--- src/rtl/cpu_run_monitor.sv ---
// Run controller/monitor for CPU bring-up: counts cycles and retired PCs, stops on
// end-PC, PC stall or timeout, and keeps a circular trace of recent PCs.
module cpu_run_monitor #(
  parameter int unsigned    PC_W        = 32,
  parameter int unsigned    CNT_W       = 32,
  parameter int unsigned    MAX_CYCLES  = 500,
  parameter int unsigned    USE_END_PC  = 1,
  parameter logic [PC_W-1:0] END_PC     = '0,
  parameter int unsigned    STALL_LIMIT = 16,
  parameter int unsigned    TRACE_DEPTH = 8
) (
  input  logic                           clk,
  input  logic                           reset,
  input  logic                           clear,
  input  logic                           run_en,
  input  logic                           pc_valid,
  input  logic [PC_W-1:0]                pc,
  input  logic [$clog2(TRACE_DEPTH)-1:0] trace_idx,
  output logic [PC_W-1:0]                trace_pc,
  output logic [$clog2(TRACE_DEPTH):0]   trace_cnt,
  output logic [CNT_W-1:0]               cycle_cnt,
  output logic [CNT_W-1:0]               instr_cnt,
  output logic                           running,
  output logic                           done,
  output logic [1:0]                     status
);

  localparam int unsigned IDX_W  = $clog2(TRACE_DEPTH);
  localparam int unsigned TCNT_W = IDX_W + 1;
  localparam int unsigned STL_W  = $clog2(STALL_LIMIT + 2);

  typedef enum logic [1:0] {
    S_IDLE = 2'd0,
    S_RUN  = 2'd1,
    S_DONE = 2'd2
  } state_t;

  state_t             state_q, state_d;
  logic [CNT_W-1:0]   cycle_d, instr_d;
  logic [STL_W-1:0]   stall_q, stall_d;
  logic [PC_W-1:0]    last_pc_q, last_pc_d;
  logic               last_vld_q, last_vld_d;
  logic [IDX_W-1:0]   wptr_q, wptr_d;
  logic [TCNT_W-1:0]  tcnt_d;
  logic [1:0]         status_d;
  logic               push;
  logic               end_hit, stall_hit, time_hit;
  logic [IDX_W-1:0]   rd_ptr;
  logic [PC_W-1:0]    trace_mem [TRACE_DEPTH];

  // Next-state and counter update; termination looks at the freshly updated counts.
  always_comb begin
    state_d    = state_q;
    cycle_d    = cycle_cnt;
    instr_d    = instr_cnt;
    stall_d    = stall_q;
    last_pc_d  = last_pc_q;
    last_vld_d = last_vld_q;
    wptr_d     = wptr_q;
    tcnt_d     = trace_cnt;
    status_d   = status;
    push       = 1'b0;
    end_hit    = 1'b0;
    stall_hit  = 1'b0;
    time_hit   = 1'b0;
    if (state_q != S_DONE && run_en) begin
      state_d = S_RUN;
      if (cycle_cnt != '1) cycle_d = cycle_cnt + CNT_W'(1);
      if (pc_valid) begin
        push       = 1'b1;
        last_pc_d  = pc;
        last_vld_d = 1'b1;
        wptr_d     = wptr_q + IDX_W'(1);
        if (instr_cnt != '1) instr_d = instr_cnt + CNT_W'(1);
        if (trace_cnt != TCNT_W'(TRACE_DEPTH)) tcnt_d = trace_cnt + TCNT_W'(1);
        if (last_vld_q && pc == last_pc_q) begin
          if (stall_q != STL_W'(STALL_LIMIT)) stall_d = stall_q + STL_W'(1);
        end else begin
          stall_d = '0;
        end
        end_hit = (USE_END_PC != 0) && (pc == END_PC);
      end
      stall_hit = (STALL_LIMIT != 0) && (stall_d == STL_W'(STALL_LIMIT));
      time_hit  = (MAX_CYCLES != 0) && (cycle_d == CNT_W'(MAX_CYCLES));
      if (end_hit || stall_hit || time_hit) begin
        state_d = S_DONE;
        if (end_hit)        status_d = 2'b01;
        else if (stall_hit) status_d = 2'b10;
        else                status_d = 2'b11;
      end
    end
  end

  // State and counter registers; clear acts as a synchronous reset.
  always_ff @(posedge clk or negedge reset) begin
    if (!reset) begin
      state_q    <= S_IDLE;
      cycle_cnt  <= '0;
      instr_cnt  <= '0;
      stall_q    <= '0;
      last_pc_q  <= '0;
      last_vld_q <= 1'b0;
      wptr_q     <= '0;
      trace_cnt  <= '0;
      status     <= 2'b00;
      running    <= 1'b0;
      done       <= 1'b0;
    end else if (clear) begin
      state_q    <= S_IDLE;
      cycle_cnt  <= '0;
      instr_cnt  <= '0;
      stall_q    <= '0;
      last_pc_q  <= '0;
      last_vld_q <= 1'b0;
      wptr_q     <= '0;
      trace_cnt  <= '0;
      status     <= 2'b00;
      running    <= 1'b0;
      done       <= 1'b0;
    end else begin
      state_q    <= state_d;
      cycle_cnt  <= cycle_d;
      instr_cnt  <= instr_d;
      stall_q    <= stall_d;
      last_pc_q  <= last_pc_d;
      last_vld_q <= last_vld_d;
      wptr_q     <= wptr_d;
      trace_cnt  <= tcnt_d;
      status     <= status_d;
      running    <= (state_d == S_RUN);
      done       <= (state_d == S_DONE);
    end
  end

  // Trace storage needs no reset: trace_cnt masks stale entries.
  always_ff @(posedge clk) begin
    if (push && reset && !clear) trace_mem[wptr_q] <= pc;
  end

  assign rd_ptr   = wptr_q - IDX_W'(1) - trace_idx;
  assign trace_pc = (TCNT_W'(trace_idx) < trace_cnt) ? trace_mem[rd_ptr] : '0;

endmodule
--- config.mk ---
export PLATFORM = sky130hd
export DESIGN_NAME = cpu_run_monitor
export DESIGN_NICKNAME = d
export VERILOG_FILES = /design/src/rtl/cpu_run_monitor.sv
export SDC_FILE = /design/constraint.sdc
export NUM_CORES = 1
export LEC_CHECK = 0
export CAP_MARGIN = 5
export CORE_MARGIN = 3
export CORE_UTILIZATION = 45
export DETAILED_ROUTE_END_ITERATION = 16
export GPL_TIMING_DRIVEN = 0
export PLACE_DENSITY = 0.7
export SYNTH_ARGS = -nofsm -noshare
export SYNTH_HDL_FRONTEND = slang
export SYNTH_SLANG_ARGS = --single-unit
--- constraint.sdc ---
create_clock -name clk -period 7.8 [get_ports clk]
set_input_delay 1.17 -clock clk [delete_from_list [all_inputs] [get_ports clk]]
set_output_delay 1.17 -clock clk [all_outputs]
set_load 0.05 [all_outputs]
# Yosys cells after proc, flatten, opt, wreduce, memory -nomap -nowiden
# Memories as Yosys holds them, arrays and structs flattened.
# Index checks and enable logic that the tools add are counted.
[totals]
ff_bits = 115
ram_bits = 256
in_bits = 40
out_inout_bits = 104
elab_cells = 91
n_memories = 1
[op_classes]
n_addsub = 7
n_lt_le_gt_ge = 1
n_eq_ne = 10
n_mux = 44
n_reduce_logical = 17
[mem_list]
columns = ["name", "words", "word_bits", "rd", "rd_clocked_by_memory_dff", "wr", "line", "rtl"]
rows = [
  ["trace_mem", 8, 32, 1, 0, 1, "49", "logic [PC_W-1:0] trace_mem [TRACE_DEPTH];"],
]
[op_table]
columns = ["cell", "count"]
rows = [
  ["$mux W32", 12],
  ["$add A32 B1 Y32 const B", 2],
  ["$ne A32 B32 Y1 const B", 2],
  ["$eq A32 B32 Y1", 1],
  ["$eq A32 B9 Y1 const B", 1],
  ["$logic_not A32 Y1", 1],
  ["$mux W5", 6],
  ["$mux W4", 4],
  ["$mux W2", 7],
  ["$mux W1", 12],
  ["$reduce_bool A2 Y1", 5],
  ["$mux W3", 3],
  ["$reduce_and A3 Y1", 2],
  ["$add A5 B1 Y5 const B", 1],
  ["$eq A5 B5 Y1 const B", 1],
  ["$ne A5 B5 Y1 const B", 1],
  ["$add A4 B1 Y4 const B", 1],
  ["$logic_and A1 B1 Y1", 4],
  ["$lt A3 B4 Y1", 1],
  ["$ne A4 B4 Y1 const B", 1],
  ["$reduce_and A2 Y1", 2],
  ["$add A3 B1 Y3 const B", 1],
  ["$sub A3 B1 Y3 const B", 1],
  ["$sub A3 B3 Y3", 1],
  ["5 further kinds", 6],
]

# Depth between registers and ports, before layout
# Gate-level depths: netlist (run 1).
[logic_depth]
ltp_word = 12
depth_mapped = 10
mapped_depth_nobuf = 9

# Least setup slack after synthesis (run 1)
# Ideal clock, no wire load.
[synth_timing]
path_type = "input-to-output"
start = "input port trace_idx[0]"
end = "output port trace_pc[10]"
t_arrival_ps = 3585
required_ps = 6630
path_slack_ps = 3045
cell_stages = 9
path_buffers = 2
path_cell_list = "inv_1 ha_1 inv_1 fa_1 buf_1 clkbuf_1 mux4_2 nand2_1 a21oi_1"
[synth_between]
elab_chain_cells = 3
word_cells_on_any_way = 4
cone_classes = "add/sub: 1; order compare: 1; mux: 1; memory: 1"
[synth_rtl]
columns = ["element", "line", "rtl"]
rows = [
  ["from (decl)", "18", "input logic [$clog2(TRACE_DEPTH)-1:0] trace_idx,"],
  ["$sub A3 B3 Y3", "140", "assign rd_ptr = wptr_q - IDX_W'(1) - trace_idx;"],
  ["$mem_v2 Z8 W32", "-", ""],
  ["$mux W32 *", "141", "assign trace_pc = (TCNT_W'(trace_idx) < trace_cnt) ? trace_mem[rd_ptr] : '0;"],
  ["to (decl)", "19", "output logic [PC_W-1:0] trace_pc,"],
]
# Mark *: on every way between the ends. The rest lies on a longest branch, timed or not.

# Final worst setup path (run 1)
[layout_timing]
start = "input port trace_idx[0]"
end = "output port trace_pc[0]"
# Same word-level chain as after synthesis.

==> run metrics, run 1 <==
post-synthesis net count=1305; Post-CTS Setup Repair Bufs=0; Final ANT Viol Nets=0; startpoint types=input port; CP max stage cell=clkdlybuf4s50_1; Final Non-Filler Cells=1943; first-pass GRT wire length=63300 um; WS Path Type=input port to output port; Final min period=6.25 ns; largest net degree at the start of global routing=98; row count=69; layout cells sized above 1=10.2%; crit path DAT=5.08 ns; Worst-path clk slew=0.06 ns; ys flop type=edfxtp_1; CTS Hold Bufs=0; CP max FO=10; Syn. warnings=0; mapped cell area=16500 um^2; Routability Congestion=0.897; Slew headroom=34.5%; GRT Total Usage=20.8%; highest clock rate=160 MHz; CTS max path bufs=3; period utilization=80.2%; ys async rst share=31.0%; LEAKAGE=7.01 nW; Final Cell Area=20000 um^2; clk sinks=371; number of synthesized flops with an enable pin=256; via count=10900; final slew viol count=0; Hold Crit Class=input port to asynchronous set/reset pin; Die Ht=197 um; drt wl/cell=20.7 um; IO Pins=144; # placed instances=1872; die width=197 um; post-route DRC violation count=0; initial drt markers=894; R2R depth=8; grt total ovfl=0; area post-placement=18800 um^2; syn avg cell area=13.1 um^2; vias per cell=5.63; critical path cell sequence=clkdlybuf4s50_1 > inv_1 > ha_1 > inv_1 > fa_1 > xnor2_1 > xnor2_1 > clkbuf_1 > nand2_1 > a21oi_1 > clkdlybuf4s50_1; Post-DP HPWL=27200 um; DIE AREA=39000 um^2; clk_lat worst skew=0.54 ns; status=completed; CORE AREA=35800 um^2; drt total wl=40300 um; flop2flop setup slack=4.02 ns; Critical Path RT=6.63 ns; Final #Nets=1504; VDD IR max=0.000179 V; Slew @ Worst Pin=0.978 ns; PwrDens=215 nW/um^2; clk_skew=0.0192 ns; Starting Density=46.0%; Final Hold Vio Count=0; number of buffers created by CTS=40; number of synthesized register bits=371; RSZ-0062 raised after global routing=no; initial antenna violation count=2; PnR Total Power=0.00430 W; Pre-antenna DRT Iters=6; CTS root buf=clkbuf_16; number of global-route vias before repair=11200; CTS resizes=0; port buffer count=143; post-synthesis sequential area ratio=64.1%; library cells used by synthesis=56; Syn Inst Count=1254; H-tree depth=2; Worst setup EP type=output port; Layout area overhead=21.3%; count of final setup violators=0; max incr delay on CP=0.87 ns; TritonCTS clock tree=done; Max Cap Viol=0
==> layout make-up <==
cell class | count | area [um^2]
fillers | 2880 | 15800
flip-flops and latches | 371 | 10600
multi-input cells | 795 | 5630
repair buffers | 157 | 1670
clock buffers | 54 | 1070
well taps | 461 | 577
plain buffers | 66 | 256
clock inverters | 16 | 125
inverters | 22 | 82.6
diodes | 1 | 2.50
==> worst paths after layout <==
kind | start | endpoint
hold / removal | reset | cycle_cnt[7]$_DFFE_PN0P_
max in group asynchronous | reset | last_pc_q[27]$_DFFE_PN0P_
hold reg to reg | status[1]$_DFFE_PN0P_ | status[1]$_DFFE_PN0P_
setup / recovery | trace_idx[0] | trace_pc[0]
min in group clk | status[1]$_DFFE_PN0P_ | status[1]$_DFFE_PN0P_
setup reg to reg | state_q[0]$_DFF_PN0_ | trace_mem[0][19]$_DFFE_PP_
==> logic make-up after synthesis <==
family                   share of synthesized area (%)
flip-flops                                        64.1
adder cells (fa/ha/maj)                          0.881
AND/OR/NAND/NOR                                   13.5
AO/OA/AOI/OAI                                     4.84
buffers and inverters                             2.06
XOR/XNOR                                          5.69
multiplexers                                      8.99
==> routing by layer <==
layer  share of wire, %  wire [um]  vias to the layer above  GRT usage (%)
met5              0.055         22                        -              0
met4                2.0        789                        4           5.07
met3                6.8       2740                       58           4.21
met2                 50      20000                      323           35.3
met1                 42      16800                     5533           27.9
li1                   -          -                     5013              -
==> where the power goes <==
| part | total (W) | internal (W) | switching (W) |
|---|---|---|---|
| Sequential | 0.00214 | 0.00213 | 0.0000120 |
| Combinational | 0.000410 | 0.000152 | 0.000258 |
| Clock | 0.00175 | 0.00100 | 0.000747 |
| Total | 0.00430 | 0.00328 | 0.00102 |
==> synthesized netlist by cell type (3+ instances only) <==
| library cell | instances | area share, % |
|---|---|---|
| edfxtp_1 | 256 | 47 |
| nand2_1 | 185 | 4.2 |
| nor2_1 | 116 | 2.6 |
| dfrtp_1 | 115 | 17 |
| a21oi_1 | 81 | 2.5 |
| xor2_1 | 67 | 3.6 |
| mux4_2 | 64 | 8.7 |
| clkbuf_1 | 52 | 1.2 |
| xnor2_1 | 40 | 2.1 |
| nand4_1 | 34 | 1.3 |
| nand3_1 | 32 | 0.97 |
| nor3_1 | 28 | 0.85 |
| inv_1 | 22 | 0.50 |
| nor4_1 | 20 | 0.76 |
| o21ai_0 | 18 | 0.55 |
| or3_1 | 12 | 0.46 |
| ha_1 | 10 | 0.76 |
| and3_1 | 8 | 0.30 |
| and4_1 | 7 | 0.37 |
| buf_1 | 7 | 0.16 |
| buf_2 | 7 | 0.21 |
| nand2b_1 | 6 | 0.23 |
| a22oi_1 | 5 | 0.23 |
| and2_1 | 5 | 0.19 |
| or4_1 | 5 | 0.23 |
| nor2b_1 | 4 | 0.15 |
| a21boi_0 | 3 | 0.14 |
| a31oi_1 | 3 | 0.11 |
| a41oi_1 | 3 | 0.16 |
| mux2i_1 | 3 | 0.18 |
| or2_2 | 3 | 0.11 |
==> flip-flops by register name, summed over array words and instances, names as in the netlist <==
signal and flops:
running 1, trace_cnt 4, last_vld_q 1, trace_mem 256, cycle_cnt 32, wptr_q 3
last_pc_q 32, stall_q 5, status 2, done 1, state_q 2, instr_cnt 32
==> metrics by stage <==
step / setup WS, ns / TNS [ns] / utilization [%] / hold WS [ns]
2_1_floorplan: 3.04 / 0 / - / 0.466
3_3_place_gp: -3.42 / -591.34 / 51.6 / 0.509
3_5_place_dp: 1.55 / 0 / 52.4 / 0.522
4_1_cts: 1.52 / 0 / 55.8 / 0.455
5_1_grt: 1.41 / 0 / 55.8 / 0.471
6_report: 1.55 / 0 / 55.8 / 0.465
==> worst max-delay path: cells and delay by family <==
| family | cells | cell delay (ns) |
|---|---|---|
| AOI/OAI and AO/OA | 1 | 0.31 |
| xor gates and xnor gates | 2 | 0.92 |
| adders and majority gates | 2 | 0.52 |
| buffers and inverters | 5 | 2.06 |
| and+or+nand+nor | 1 | 0.10 |
==> cell usage in the layout (no fill, tap or decap), types with 41 or more instances in the layout <==
cell / count
dfrtp_1: 115
clkbuf_16: 41
nor2_1: 110
clkdlybuf4s50_1: 142
a21oi_1: 81
mux4_2: 64
clkbuf_1: 65
nand2_1: 185
xor2_1: 67
edfxtp_1: 256
(Power assumes the default switching activity.)
==> run 2: changes to the inputs <==
Settings changed: PLACE_DENSITY 0.7 to 0.72.
Clock period 7.8 ns to 5.6 ns, I/O delays scaled along.
==> run 2 against run 1 <==
  * Sequential share of layout area down 0.19 points
  * Cell count down 0.15%
  * Via count up 1.5%
  * Critical path depth down 1
  * Combinational power up 41%
  * Critical endpoint is now trace_pc[30]
  * Non-clock buffer count down 2
  * First-iteration DRC count up 8.4%
  * Sequential power up 39%
  * Clock-buffer cell count unchanged
  * Setup slack worse by 1.4 ns
  * Clock skew down 0.0032 ns
==> run metrics, run 2 (same netlist as run 1, synthesis figures left out) <==
status=completed; Pre-antenna DRT Iters=5; clk_lat worst skew=0.54 ns; post-route DRC violation count=0; Largest register FFs=256; row count=69; VDD IR max=0.000191 V; Post-DP HPWL=27200 um; DIE AREA=39000 um^2; H-tree depth=2; clk_skew=0.0160 ns; first-pass GRT wire length=64500 um; Final TNS setup=0 ns; Final ANT Viol Nets=0; vias per cell=5.72; Starting Density=46.0%; final slew viol count=0; Final #Nets=1502; RSZ-0062 raised after global routing=no; clk sinks=371; CORE AREA=35800 um^2; startpoint types=input port; Worst setup EP type=output port; most frequent cells in the layout=256 x edfxtp_1, 185 x nand2_1, 142 x clkdlybuf4s50_1; number of buffers created by CTS=40; drt wl/cell=21.0 um; initial antenna violation count=2; Hold Crit Class=input port to asynchronous set/reset pin; Final Hold Vio Count=0; Max Cap Viol=0; CTS max path bufs=3; CP top delay family=buffers and inverters; GRT Total Usage=21.2%; grt total ovfl=0; drt total wl=40800 um; CTS root buf=clkbuf_16; Final min period=5.46 ns; count of final setup violators=0; Slew @ Worst Pin=1.05 ns; period utilization=97.5%; Layout area overhead=21.7%; register bank with the most flops=trace_mem; Routability Congestion=0.912; number of global-route vias before repair=11400; Buf/Inv on CP=5; Worst-path clk slew=0.05 ns; die width=197 um; Post-CTS Setup Repair Bufs=0; layout cells sized above 1=11.0%; Die Ht=197 um; highest clock rate=183 MHz; via count=11100; CP max stage cell=fa_1; PnR Total Power=0.00607 W; WS Path Type=input port to output port; Critical Path RT=4.76 ns; max incr delay on CP=0.96 ns; crit path DAT=4.62 ns; # diodes=0; critical path cell sequence=clkdlybuf4s50_1 > inv_1 > ha_1 > inv_1 > fa_1 > clkbuf_1 > mux4_2 > nand2_1 > a21oi_1 > clkdlybuf4s50_1; TritonCTS clock tree=done; LEAKAGE=7.06 nW; IO Pins=144; port buffer count=143; initial drt markers=969; flop2flop setup slack=1.82 ns; largest net degree at the start of global routing=98; Slew headroom=29.5%; most common cell after layout, fill and taps aside=edfxtp_1; PwrDens=302 nW/um^2; CP max FO=10
==> run 2: worst paths after layout <==
path | startpoint | endpoint | depth (start not counted)
max | trace_idx[0] | trace_pc[30] | 10
min | reset | cycle_cnt[7]$_DFFE_PN0P_ | 1
max reg2reg | state_q[0]$_DFF_PN0_ | trace_mem[1][20]$_DFFE_PP_ | 8
min reg2reg | status[1]$_DFFE_PN0P_ | status[1]$_DFFE_PN0P_ | 1
max in group asynchronous | reset | last_pc_q[31]$_DFFE_PN0P_ | 2
min in group clk | status[1]$_DFFE_PN0P_ | status[1]$_DFFE_PN0P_ | 1
==> run 2: cell type report <==
cell class	instances	area [um^2]
Clock buffer	54	1120
Multi-Input combinational cell	795	5650
Fill cell	2819	15800
Tap cell	461	577
Buffer	64	268
Timing Repair Buffer	157	1680
Clock inverter	16	126
Sequential cell	371	10600
Inverter	22	82.6
==> run 2: per-stage QoR <==
step                      util [%]  worst slack, ns  hold WS [ns]  instances  area, um^2
after floorplan                  -             1.21         0.466       1254       16500
after global placement        51.6            -5.15         0.510       1858       18500
after detailed placement      52.5           -0.216         0.529       1872       18800
after CTS                     56.0           0.0127         0.113       1941       20100
after global routing          56.0          0.00218         0.132       1940       20100
final                         56.0            0.140         0.134       1940       20100
==> run 2: report_power, final <==
part | internal, W | switching (W) | total [W]
combinational | 0.000215 | 0.000361 | 0.000577
clock | 0.00145 | 0.00106 | 0.00251
sequential | 0.00296 | 0.0000170 | 0.00298
==> run 2: timing repair <==
| action | CTS | global route |
|---|---|---|
| pin swaps | 0 | 0 |
| endpoints found under the setup margin | 12 | 32 |
| hold buffers | 0 | 0 |
| gates resized for setup | 4 | 10 |
==> run 2: metal layers <==
| layer | GRT usage (%) | share of wire, % | up-vias |
|---|---|---|---|
| li1 | - | - | 5019 |
| met1 | 28.9 | 42 | 5613 |
| met2 | 34.9 | 49 | 390 |
| met3 | 4.57 | 7.3 | 70 |
| met4 | 5.97 | 2.5 | 4 |
| met5 | 0 | 0.078 | - |
==> run 3: changes to the inputs <==
Settings changed: SLEW_MARGIN set to 40.
==> run 3 against run 2 <==
  * First-iteration DRC count down 11%
  * Clock skew fell by 0.0030 ns
  * Sequential cell count stayed put
  * Global-route usage is essentially flat
  * Die area unchanged
  * Largest power group unchanged
==> run metrics, run 3 (same netlist as run 1, synthesis figures left out) <==
Final Cell Area=20300 um^2; IO Pins=144; highest clock rate=185 MHz; startpoint types=input port; RSZ-0062 raised after global routing=no; Final Hold Vio Count=0; Slew headroom=46.7%; Placement Setup Slack=-0.0635 ns; crit path DAT=4.56 ns; largest net degree at the start of global routing=75; Largest register FFs=256; Post-DP HPWL=27800 um; Final TNS setup=0 ns; grt total ovfl=0; Slew @ Worst Pin=0.799 ns; Layout area overhead=23.2%; P_int=0.00475 W; fin util=56.7%; period utilization=96.5%; Switching Share=23.4%; WS Path Type=input port to output port; VDD IR max=0.000209 V; clk sinks=371; FF/Latch Area=10600 um^2; Clock Power Share=42.7%; CORE AREA=35800 um^2; logic gate share of total power=9.3%; Pre-antenna DRT Iters=5; via count=11100; CP top delay family=buffers and inverters; vias per cell=5.68; register bank with the most flops=trace_mem; first-pass GRT wire length=64400 um; drt wl/cell=21.1 um; drt total wl=41300 um; Hold Crit Class=input port to asynchronous set/reset pin; CP max FO=10; Die Ht=197 um; start of the worst register-to-register path=cycle_cnt[0]$_DFFE_PN0P_; most frequent cells in the layout=256 x edfxtp_1, 185 x nand2_1, 142 x clkdlybuf4s50_1; area post-placement=19000 um^2; Seq pwr share=48.0%; clk_lat worst skew=0.54 ns; Critical Path RT=4.76 ns; GRT Total Usage=21.2%; filler cell count=2831; Starting Density=46.0%; TritonCTS clock tree=done; Post-CTS Setup Repair Bufs=0; Worst-path clk slew=0.05 ns; DIE AREA=39000 um^2; Final #Nets=1514; row count=69; Worst setup EP type=output port; H-tree depth=2; initial drt markers=862; Routability Congestion=0.912; PnR worst setup slack=0.198 ns; final slew viol count=0; most common cell after layout, fill and taps aside=edfxtp_1; switching power=0.00145 W; clk_skew=0.0130 ns; CTS Hold Bufs=0; initial antenna violation count=2; critical path cell sequence=clkdlybuf4s50_1 > inv_1 > ha_1 > inv_1 > fa_1 > xnor2_1 > xnor2_2 > clkbuf_1 > nand2_1 > a21oi_1 > clkdlybuf4s50_1; multi-input logic area=5660 um^2; Final ANT Viol Nets=0; port buffer count=143; number of global-route vias before repair=11300; max incr delay on CP=0.86 ns; PwrDens=305 nW/um^2; flop2flop setup slack=2.10 ns; Max Cap Viol=0; R2R depth=10; CTS root buf=clkbuf_16; die width=197 um; layout cells sized above 1=12.5%; CP max stage cell=clkdlybuf4s50_1; CTS max path bufs=3; # diodes=0; CTS resizes=1; post-route DRC violation count=0; count of final setup violators=0; LEAKAGE=7.20 nW; number of buffers created by CTS=40; Final min period=5.40 ns; RR Endpoint=state_q[0]$_DFF_PN0_; Buf/Inv on CP=5; status=completed
run 3: changes by cell type in the layout (fill, tap and decap cells not counted), sizes merged:
cell	change
clkinv	-3
clkbuf	+1
clkinvlp	+1
clkdlybuf4s15	-2
bufinv	+2
buf	+16
run 3: power by group through the flow:
stage	Sequential [W]	Clock, W	Combinational (W)
after global routing	0.00298	0.00281	0.000623
after detailed placement	0.00303	0	0.000579
after global placement	0.00303	0	0.000563
after floorplan	0.00305	0	0.000334
after CTS	0.00298	0.00270	0.000583
final	0.00298	0.00265	0.000577
run 3: metrics by stage:
stage | power [W] | hold slack, ns | instances
after floorplan | 0.00338 | 0.466 | 1254
after global placement | 0.00360 | 0.510 | 1858
after detailed placement | 0.00361 | 0.518 | 1883
after CTS | 0.00626 | 0.183 | 1956
after global routing | 0.00642 | 0.201 | 1955
final | 0.00620 | 0.193 | 1955
run 3: worst reg2reg max path, cell delays in order, from the launching register on:
cell       delay [ns]
dfrtp_1          0.49
ha_1             0.30
nand3_1          0.13
clkbuf_1         0.25
or3_1            0.44
a2111oi_2        0.56
nor2b_1          0.10
nor3_1           0.20
nand4_1          0.16
nor4b_4          0.51
o32ai_1          0.19
run 3: worst max-delay path by stage:
stage,startpoint,to,slack [ns],cells past startpoint
after detailed placement,trace_idx[0],trace_pc[30],-0.06,11
after CTS,trace_idx[0],trace_pc[0],0.02,11
after floorplan,pc_valid,trace_mem[1][0]$_DFFE_PP_,1.21,5
after global routing,trace_idx[0],trace_pc[0],0.002,11
after global placement,reset,trace_mem[0][22]$_DFFE_PP_,-5.15,3
final,trace_idx[0],trace_pc[0],0.20,11
run 3: cell type report:
class,count,share of cell area (%)
clock inverters,16,0.899
clock buffers,57,5.64
repair buffers,168,9.04
plain buffers,65,1.31
inverters,22,0.407
multi-input cells,795,27.9
well taps,461,2.84
flip-flops and latches,371,52.0
run 3: layer usage:
layer  global-route usage (%)  part of all wire [%]
met5                        0                 0.078
met4                     5.28                   1.8
met3                     4.81                   7.1
met2                     36.0                    49
met1                     28.0                    42
